==> config.mk <==
export PLATFORM = sky130hd
export DESIGN_NAME = pipe_hazard_ctrl
export DESIGN_NICKNAME = d
export VERILOG_FILES = /design/src/rtl/pipe_hazard_ctrl.sv
export SDC_FILE = /design/constraint.sdc
export NUM_CORES = 1
export LEC_CHECK = 0
export BUFFER_PORTS_ARGS = -buffer_cell sky130_fd_sc_hd__buf_2
export CAP_MARGIN = 5
export CORE_MARGIN = 2
export CORE_UTILIZATION = 45
export DETAILED_ROUTE_END_ITERATION = 10
export GPL_ROUTABILITY_DRIVEN = 0
export PLACE_DENSITY = 0.78
export SKIP_LAST_GASP = 1
export SYNTH_ARGS = -nofsm -noshare
export SYNTH_HDL_FRONTEND = slang
export SYNTH_SLANG_ARGS = --single-unit
==> constraint.sdc <==
create_clock -name clk -period 6.13 [get_ports clk]
set_input_delay 1.226 -clock clk [delete_from_list [all_inputs] [get_ports clk]]
set_output_delay 1.226 -clock clk [all_outputs]
set_load 0.02 [all_outputs]
==> src/rtl/pipe_hazard_ctrl.sv <==
// Hazard/stall scheduler for the 5-stage pipeline: PC/IF-ID/DE write enables, flush/bubble, divider sequencing.
// Optional build macro HAZARD_FORWARD_EN: when defined, only load-use against E stalls (E/M forwarding present).
module pipe_hazard_ctrl #(
  parameter int unsigned DIV_CYCLES = 32
) (
  input  logic       clk,
  input  logic       rst,
  input  logic [4:0] Drs,
  input  logic [4:0] Drt,
  input  logic       Duse_rs,
  input  logic       Duse_rt,
  input  logic [4:0] Ern,
  input  logic       Ew_rf,
  input  logic       Eload,
  input  logic       Ediv,
  input  logic       EisGoto,
  input  logic [4:0] Mrn,
  input  logic       Mw_rf,
  output logic       pc_wena,
  output logic       fd_wena,
  output logic       fd_flush,
  output logic       de_wena,
  output logic       de_bubble,
  output logic       div_start,
  output logic       div_busy
);

  typedef enum logic [1:0] {
    IDLE     = 2'd0,
    DIV_BUSY = 2'd1,
    DIV_DONE = 2'd2
  } state_t;

  localparam logic [7:0] CNT_LOAD = 8'(DIV_CYCLES - 1);

  state_t     state, state_nxt;
  logic [7:0] cnt, cnt_nxt;

  logic e_rs, e_rt, m_rs, m_rt, data_stall;

  // Register $0 is hardwired zero, so it never forms a dependency.
  assign e_rs = Duse_rs && (Drs != 5'd0) && Ew_rf && (Drs == Ern);
  assign e_rt = Duse_rt && (Drt != 5'd0) && Ew_rf && (Drt == Ern);
  assign m_rs = Duse_rs && (Drs != 5'd0) && Mw_rf && (Drs == Mrn);
  assign m_rt = Duse_rt && (Drt != 5'd0) && Mw_rf && (Drt == Mrn);

`ifdef HAZARD_FORWARD_EN
  logic unused_m_match;
  assign unused_m_match = m_rs ^ m_rt;
  assign data_stall     = Eload && (e_rs || e_rt);
`else
  logic unused_eload;
  assign unused_eload = Eload;
  // Without forwarding, the stall repeats until the producer has retired past M.
  assign data_stall   = e_rs || e_rt || m_rs || m_rt;
`endif

  always_ff @(posedge clk or posedge rst) begin
    if (rst) begin
      state <= IDLE;
      cnt   <= 8'd0;
    end else begin
      state <= state_nxt;
      cnt   <= cnt_nxt;
    end
  end

  always_comb begin
    state_nxt = state;
    cnt_nxt   = cnt;
    pc_wena   = 1'b1;
    fd_wena   = 1'b1;
    de_wena   = 1'b1;
    fd_flush  = 1'b0;
    de_bubble = 1'b0;
    div_start = 1'b0;
    div_busy  = 1'b0;
    case (state)
      IDLE: begin
        // Gate with rst so no start pulse escapes while the divider is held in reset.
        if (Ediv && !rst) begin
          div_start = 1'b1;
          pc_wena   = 1'b0;
          fd_wena   = 1'b0;
          de_wena   = 1'b0;
          state_nxt = DIV_BUSY;
          cnt_nxt   = CNT_LOAD;
        end else if (EisGoto) begin
          fd_flush  = 1'b1;
          de_bubble = 1'b1;
        end else if (data_stall) begin
          pc_wena   = 1'b0;
          fd_wena   = 1'b0;
          de_bubble = 1'b1;
        end
      end
      DIV_BUSY: begin
        div_busy = 1'b1;
        pc_wena  = 1'b0;
        fd_wena  = 1'b0;
        de_wena  = 1'b0;
        if (cnt == 8'd0) state_nxt = DIV_DONE;
        else             cnt_nxt   = cnt - 8'd1;
      end
      DIV_DONE: begin
        // Ediv is still high here; returning to IDLE lets the div leave E without a restart.
        state_nxt = IDLE;
      end
      default: state_nxt = IDLE;
    endcase
  end

endmodule
==> impl_metrics.toml, run 1 <==
[global_route]
gr-total-overflow = 0
grt_pass1_wl_mm = 2.95
grt_pass1_vias = 733
grt_max_degree = 12
track_usage_pct = 19.3
antenna_found_initial = 0

[detailed_routing]
antenna_left = 0
wl_per_cell_um = 11.8
drt_iter0_drc = 11
dr.pass1.iters = 4
drc = 0
drt-total-wl_mm = 1.84
vias = 777
viasPerCell = 4.98

[logic_synthesis]
synthAdderAreaFrac_pct = 3.00
syn_nets = 127
synth.area.top_cells = "dfrtp_1, xnor2_1, xor2_1"
yosys_warnings = 0
synth-simple-area-share_pct = 26.2
synth_top_area_cell = "dfrtp_1"
synth_top_area_share_pct = 30.0
synthMuxAreaShare_pct = 0
synth_area_um2 = 835
synth-xor-area-share_pct = 27.3
ys.flop_type = "dfrtp_1"
synthCells = 96
synth_edf_count = 0
synth_top_family_by_area = "XOR/XNOR gates"
synth_area_per_cell_um2 = 8.69
synth_compound_area_share_pct = 9.90
seq_area_frac_synth_pct = 30.0
ys_async_sr_fraction_pct = 100
ys_types = 27
synth_most_common_cell = "xnor2_1"
synth_commonest_cells = "xnor2_1, xor2_1, nor2_1"
synth_seq_cells = 10

[place]
port_buffers = 34
place_hpwl_mm = 1.55

[finish]
fin_nets = 164
multi_input_area_um2 = 554
synthToLayoutAreaGrowth_pct = 25.5
antenna_cells = 0
drive_gt1_share_pct = 31.3
utilization_pct = 60.7
fill_cells = 168
regArea_um2 = 250

[setup_path]
cp.arrival_ns = 2.72
critPathRequiredTime_ns = 4.90
path_max_fanout = 3
r2r_start = "cnt[0]"
r2r-end = "cnt[2]"
startpoint = "Drs[1]"
path_class = "input pin to output pin"
start_kind = "input pin"
reg2regPathDepth = 7
r2r_slack_ns = 4.09
crit_path_end_kind = "output pin"
worstSetupEndpoint = "fd_wena"

[clock_network]
clockBufferDepth = 2
cts_buffers = 3
cts_resized = 0
worstSkewPairLatency_ns = 0.26
postCtsSetupBuffers = 0
htreeDepth = 1
clk_pin_slew_ns = 0.06
clock_sinks = 10
cts_tree = "yes"
cts_root_buf = "clkbuf_4"
cts_hold_buffers = 0

[power]
intPower_uw = 186
clock_power_share_pct = 13.7
p_sw_share_pct = 41.8
power_uw = 320
seq_power_share_pct = 38.1
vdd.ir_drop.worst_v = 0.000216
power.switching_uw = 134
pwr_density_cell_mw_per_mm2 = 305
leakage_nw = 0.495
p_comb_share_pct = 48.2

[floorplanning]
start_util_pct = 48.3
rows = 15
fp.dieH_um = 47.1
core_area_mm2 = 0.00173
io_pins = 36
die_x_um = 47.1
dieArea_mm2 = 0.00222

[sta]
final.setup_skew_ns = 0.00102
maxSlewViolCount = 0
max-slew-margin-rel_pct = 69.2
finalSetupTns_ns = 0
min_period_ns = 3.95
setup_viol = 0
whs_ns = 0.503
clock.fmax_mhz = 253
timing.final.crit_share_pct = 64.5
final_hold_viol_count = 0
rsz0062_at_grt = "false"
worst_slew_pin_slew_ns = 0.461

[run_status]
outcome = "finished, final reports clean"

[flow_run]
max-cap-violations = 0

[min_path]
hp-class = "flip-flop to flip-flop"
stage by stage:
stage / setup slack (ns) / std cells / instance area [µm²]
6_report: 2.18 / 156 / 1050
5_1_grt: 2.06 / 156 / 1050
4_1_cts: 2.18 / 156 / 1050
3_5_place_dp: 2.17 / 153 / 1020
3_3_place_gp: 2.21 / 153 / 1020
2_1_floorplan: 2.26 / 96 / 835
area by class of cell:
type,count,share of cell area (%)
multi-input cells,79,52.9
flip-flops and latches,10,23.9
repair buffers,34,16.2
well taps,25,2.99
clock buffers,3,2.15
inverters,5,1.79
metal layers:
layer	part of all wire, %	vias to the layer above	wire, µm	GRT usage, %
met2	48	23	881	32.3
met4	0.92	0	17	6.11
met3	5.9	2	109	6.92
li1	-	400	-	-
met5	0	-	0	0
met1	45	352	833	23.2
worst max-delay path, cell delays in order:
cell	delay [ns]
buf_2	0.12
or4_1	0.53
o21ai_0	0.22
nor4_1	0.11
o211ai_1	0.18
and3_1	0.18
buf_2	0.16
flip-flops by register name (all words and copies together) (netlist names):
register	cells
cnt	8
state	2
cell usage in the layout, fill, tap and decap left out, drive strengths merged:
cell	synthesis	layout
or4	2	2
clkbuf	1	3
nand2	5	5
or4b	1	1
and3	1	1
nor2	11	11
nor4	4	4
inv	5	5
nand4	1	1
nor2b	1	1
a21oi	1	1
xnor2	14	14
dfrtp	10	10
ha	2	2
buf	1	34
o41a	1	1
nor3	2	2
o211ai	2	2
xor2	12	12
nand3b	1	1
nand3	7	7
a31oi	2	2
nor3b	1	1
o21ai	5	5
nand2b	3	3
power groups by stage:
stage	Sequential (mW)	Clock, mW	Combinational (mW)
after floorplan	0.115	0	0.119
after global placement	0.120	0	0.150
after detailed placement	0.121	0	0.156
after CTS	0.121	0.0463	0.156
after global routing	0.125	0.0475	0.175
final	0.122	0.0438	0.154
cell families (layout without fill, tap and decap cells):
family                   after synthesis  count (layout)
AO/OA/AOI/OAI                         11              11
XOR/XNOR                              26              26
adder cells (fa/ha/maj)                2               2
buffers and inverters                  7              42
flip-flops                            10              10
AND/OR/NAND/NOR                       40              40
how the worst min path moves through the flow:
stage / startpoint / end / slack [ns] / cells past startpoint
global placement: cnt[0] / cnt[0] / 0.49 / 1
detailed placement: cnt[0] / cnt[0] / 0.49 / 1
CTS: cnt[0] / cnt[0] / 0.50 / 1
finish: cnt[0] / cnt[0] / 0.50 / 1
global route: cnt[0] / cnt[0] / 0.52 / 1
floorplan: cnt[0] / cnt[0] / 0.46 / 1
No activity file was read; power rests on OpenSTA's default activity.
==> inputs of run 2 (changes only) <==
clock period = 3.9 ns   (was 6.13 ns; I/O delays follow)
==> impl_metrics.toml, run 2 (same netlist as run 1, synthesis figures left out) <==
[finish]
drive_gt1_share_pct = 31.3
synthToLayoutAreaGrowth_pct = 25.5
fin_nets = 164
final_common_cell = "buf_2"
layout_common_cells = "buf_2, xnor2_1, xor2_1"
top_regs = "cnt x8, state x2"
antenna_cells = 0
regMostFlops = "cnt"
fill_cells = 181
largest_register_ff_count = 8
utilization_pct = 60.7

[clock_network]
clockBufferDepth = 2
clock_sinks = 10
worstSkewPairLatency_ns = 0.26
cts_buffers = 3
cts_root_buf = "clkbuf_4"
cts_resized = 0
cts_hold_buffers = 0
clk_pin_slew_ns = 0.06
postCtsSetupBuffers = 0
cts_tree = "yes"
htreeDepth = 1

[sta]
min_period_ns = 3.09
finalSetupTns_ns = 0
max-slew-margin-rel_pct = 70.4
clock.fmax_mhz = 324
worst_slack_ns = 0.813
timing.final.crit_share_pct = 79.2
final.setup_skew_ns = 0.00425
rsz0062_at_grt = "false"
final_hold_viol_count = 0
whs_ns = 0.509
maxSlewViolCount = 0
worst_slew_pin_slew_ns = 0.443
setup_viol = 0

[power]
power.switching_uw = 206
vdd.ir_drop.worst_v = 0.000341
p_sw_share_pct = 41.4
seq_power_share_pct = 37.9
leakage_nw = 0.495
intPower_uw = 293
p_comb_share_pct = 48.6
power_uw = 499
pwr_density_cell_mw_per_mm2 = 477
clock_power_share_pct = 13.5

[floorplanning]
die_x_um = 47.1
rows = 15
fp.dieH_um = 47.1
io_pins = 36
dieArea_mm2 = 0.00222
core_area_mm2 = 0.00173
start_util_pct = 48.3

[min_path]
hp-class = "input pin to async pin"

[global_route]
grt_pass1_wl_mm = 2.79
grt_pass1_vias = 713
grt_max_degree = 12
gr-total-overflow = 0
track_usage_pct = 18.3
antenna_found_initial = 0

[setup_path]
critPathBufInv = 2
r2r_start = "cnt[0]"
cp_cell_sequence = "buf_2, or4_1, o21ai_0, nor4_1, o211ai_1, and3_1, buf_2"
path_class = "input pin to output pin"
startpoint = "Drs[1]"
path_delay_family = "simple AND/OR/NAND/NOR gates"
start_kind = "input pin"
cpMaxStageDelayCell = "or4_1"
cpMostUsedCell = "buf_2"
crit_path_end_kind = "output pin"
slowest_delay_ns = 0.53
path_max_fanout = 3
critPathRequiredTime_ns = 3.12
cp.arrival_ns = 2.31

[place]
place_hpwl_mm = 1.59
port_buffers = 34
pre_cts_ws_ns = 0.797

[detailed_routing]
drt_iter0_drc = 10
dr.pass1.iters = 4
wl_per_cell_um = 11.8
antenna_left = 0
drc = 0
drt-total-wl_mm = 1.84
vias = 770
viasPerCell = 4.94

[flow_run]
max-cap-violations = 0

[run_status]
outcome = "finished, final reports clean"
## run 2: power by group through the flow
stage | Clock (mW) | Sequential, mW | Combinational, mW
floorplan | 0 | 0.181 | 0.187
global placement | 0 | 0.188 | 0.235
detailed placement | 0 | 0.190 | 0.246
CTS | 0.0704 | 0.189 | 0.245
global route | 0.0753 | 0.195 | 0.273
finish | 0.0675 | 0.189 | 0.242
## run 2: worst paths after layout
kind,slack (ns),cells past startpoint,endpoint
worst min-delay path,0.51,2,cnt[6]
min in group clk,0.51,1,cnt[0]
worst min register to register,0.51,1,cnt[0]
worst max register to register,1.87,7,cnt[2]
max in group asynchronous,3.10,2,state[1]
worst max-delay path,0.81,7,fd_wena
## run 2: metrics by stage
stage,instances,instance area [µm²]
floorplan,96,835
global placement,153,1020
detailed placement,153,1020
CTS,156,1050
global route,156,1050
finish,156,1050
## run 2: routing by layer
layer  wire length (µm)  GRT usage [%]
met3                 83           6.92
met1                839           21.3
met4                  0           2.78
met5                  0              0
met2                915           32.6
## run 2: layout make-up
cell class / instances / area [µm²] / share of cell area (%)
flip-flops and latches: 10 / 250 / 23.9
multi-input cells: 79 / 554 / 52.9
well taps: 25 / 31.3 / 2.99
repair buffers: 34 / 170 / 16.2
clock buffers: 3 / 22.5 / 2.15
inverters: 5 / 18.8 / 1.79
==> inputs of run 3 (changes only) <==
clock period = 3.03 ns   (was 3.9 ns; I/O delays follow)
==> impl_metrics.toml, run 3 (same netlist as run 1, synthesis figures left out) <==
[place]
port_buffers = 34
dpl_cell_area_mm2 = 0.00103
pre_cts_ws_ns = 0.306
place_hpwl_mm = 1.58

[setup_path]
cp.arrival_ns = 2.11
critPathRequiredTime_ns = 2.42
r2r_slack_ns = 0.99
crit_path_end_kind = "output pin"
path_max_fanout = 3
start_kind = "input pin"
path_class = "input pin to output pin"

[clock_network]
htreeDepth = 1
clk_pin_slew_ns = 0.06
cts_buffers = 3
postCtsSetupBuffers = 0
cts_tree = "yes"
clockBufferDepth = 2
cts_hold_buffers = 0
cts_resized = 0
cts_root_buf = "clkbuf_4"
worstSkewPairLatency_ns = 0.26
clock_sinks = 10

[power]
p_sw_share_pct = 41.4
p_comb_share_pct = 48.9
intPower_uw = 379
seq_power_share_pct = 37.7
power_uw = 646
clock_power_share_pct = 13.4
power.switching_uw = 267
vdd.ir_drop.worst_v = 0.000383
pwr_density_cell_mw_per_mm2 = 612
leakage_nw = 0.500

[detailed_routing]
viasPerCell = 4.97
antenna_left = 0
dr.pass1.iters = 4
drt_iter0_drc = 16
wl_per_cell_um = 11.6
drt-total-wl_mm = 1.83
vias = 781
drc = 0

[sta]
worst_slew_pin_slew_ns = 0.433
maxSlewViolCount = 0
timing.final.crit_share_pct = 89.7
rsz0062_at_grt = "false"
clock.fmax_mhz = 368
max-slew-margin-rel_pct = 71.0
whs_ns = 0.322
final_hold_viol_count = 0
finalSetupTns_ns = 0
final.setup_skew_ns = 0.000592
min_period_ns = 2.72
setup_viol = 0
worst_slack_ns = 0.313

[floorplanning]
fp.dieH_um = 47.1
die_x_um = 47.1
rows = 15
dieArea_mm2 = 0.00222
start_util_pct = 48.3
core_area_mm2 = 0.00173
io_pins = 36

[global_route]
gr-total-overflow = 0
track_usage_pct = 18.5
grt_pass1_vias = 712
grt_pass1_wl_mm = 2.83
antenna_found_initial = 0
grt_max_degree = 12

[finish]
fin_nets = 165
drive_gt1_share_pct = 31.8
fill_cells = 166
final_common_cell = "buf_2"
synthToLayoutAreaGrowth_pct = 26.4
layout_common_cells = "buf_2, xnor2_1, xor2_1"
antenna_cells = 0
largest_register_ff_count = 8
top_regs = "cnt x8, state x2"
regMostFlops = "cnt"
fin_area_mm2 = 0.00105

[run_status]
outcome = "finished, final reports clean"

[min_path]
hp-class = "input pin to async pin"

[flow_run]
max-cap-violations = 0
run 3: critical path, cell delays in order:
cell and delay (ns):
buf_2 0.12, or4_1 0.53, o21ai_0 0.23, nor4_1 0.11, o211ai_1 0.17, and3_1 0.18, buf_2 0.16
run 3: final cells by class:
type | count | area, µm² | share of cell area [%]
inverter | 5 | 18.8 | 1.78
sequential | 10 | 250 | 23.7
tap | 25 | 31.3 | 2.97
multi-input combinational | 79 | 554 | 52.6
clock buffer | 3 | 22.5 | 2.14
timing repair buffer | 35 | 178 | 16.8
run 3: power groups by stage:
stage                     Clock [mW]  Combinational [mW]  Sequential [mW]
after CTS                     0.0905               0.318            0.244
after global routing          0.0976               0.352            0.250
final                         0.0866               0.316            0.244
after global placement             0               0.304            0.242
after floorplan                    0               0.240            0.234
after detailed placement           0               0.319            0.244
run 3: final timing paths:
| check | startpoint | cells after the start | to |
|---|---|---|---|
| min | rst | 3 | state[0] |
| max reg2reg | cnt[0] | 7 | cnt[2] |
| min in group clk | cnt[0] | 1 | cnt[0] |
| max | Drs[1] | 7 | fd_wena |
| min reg2reg | cnt[0] | 1 | cnt[0] |
| max in group asynchronous | rst | 3 | cnt[3] |
run 3: per-stage QoR:
stage	instances	utilization, %
after detailed placement	154	59.8
final	157	61.1
after CTS	157	61.1
after global routing	157	61.1
after global placement	154	59.8
after floorplan	96	-
run 3: metal layers:
layer,track usage [%],routed length (µm),up-vias
met5,0,0,-
met4,3.33,12,0
met3,6.92,117,4
met2,33.2,900,27
met1,21.1,797,347
li1,-,-,403
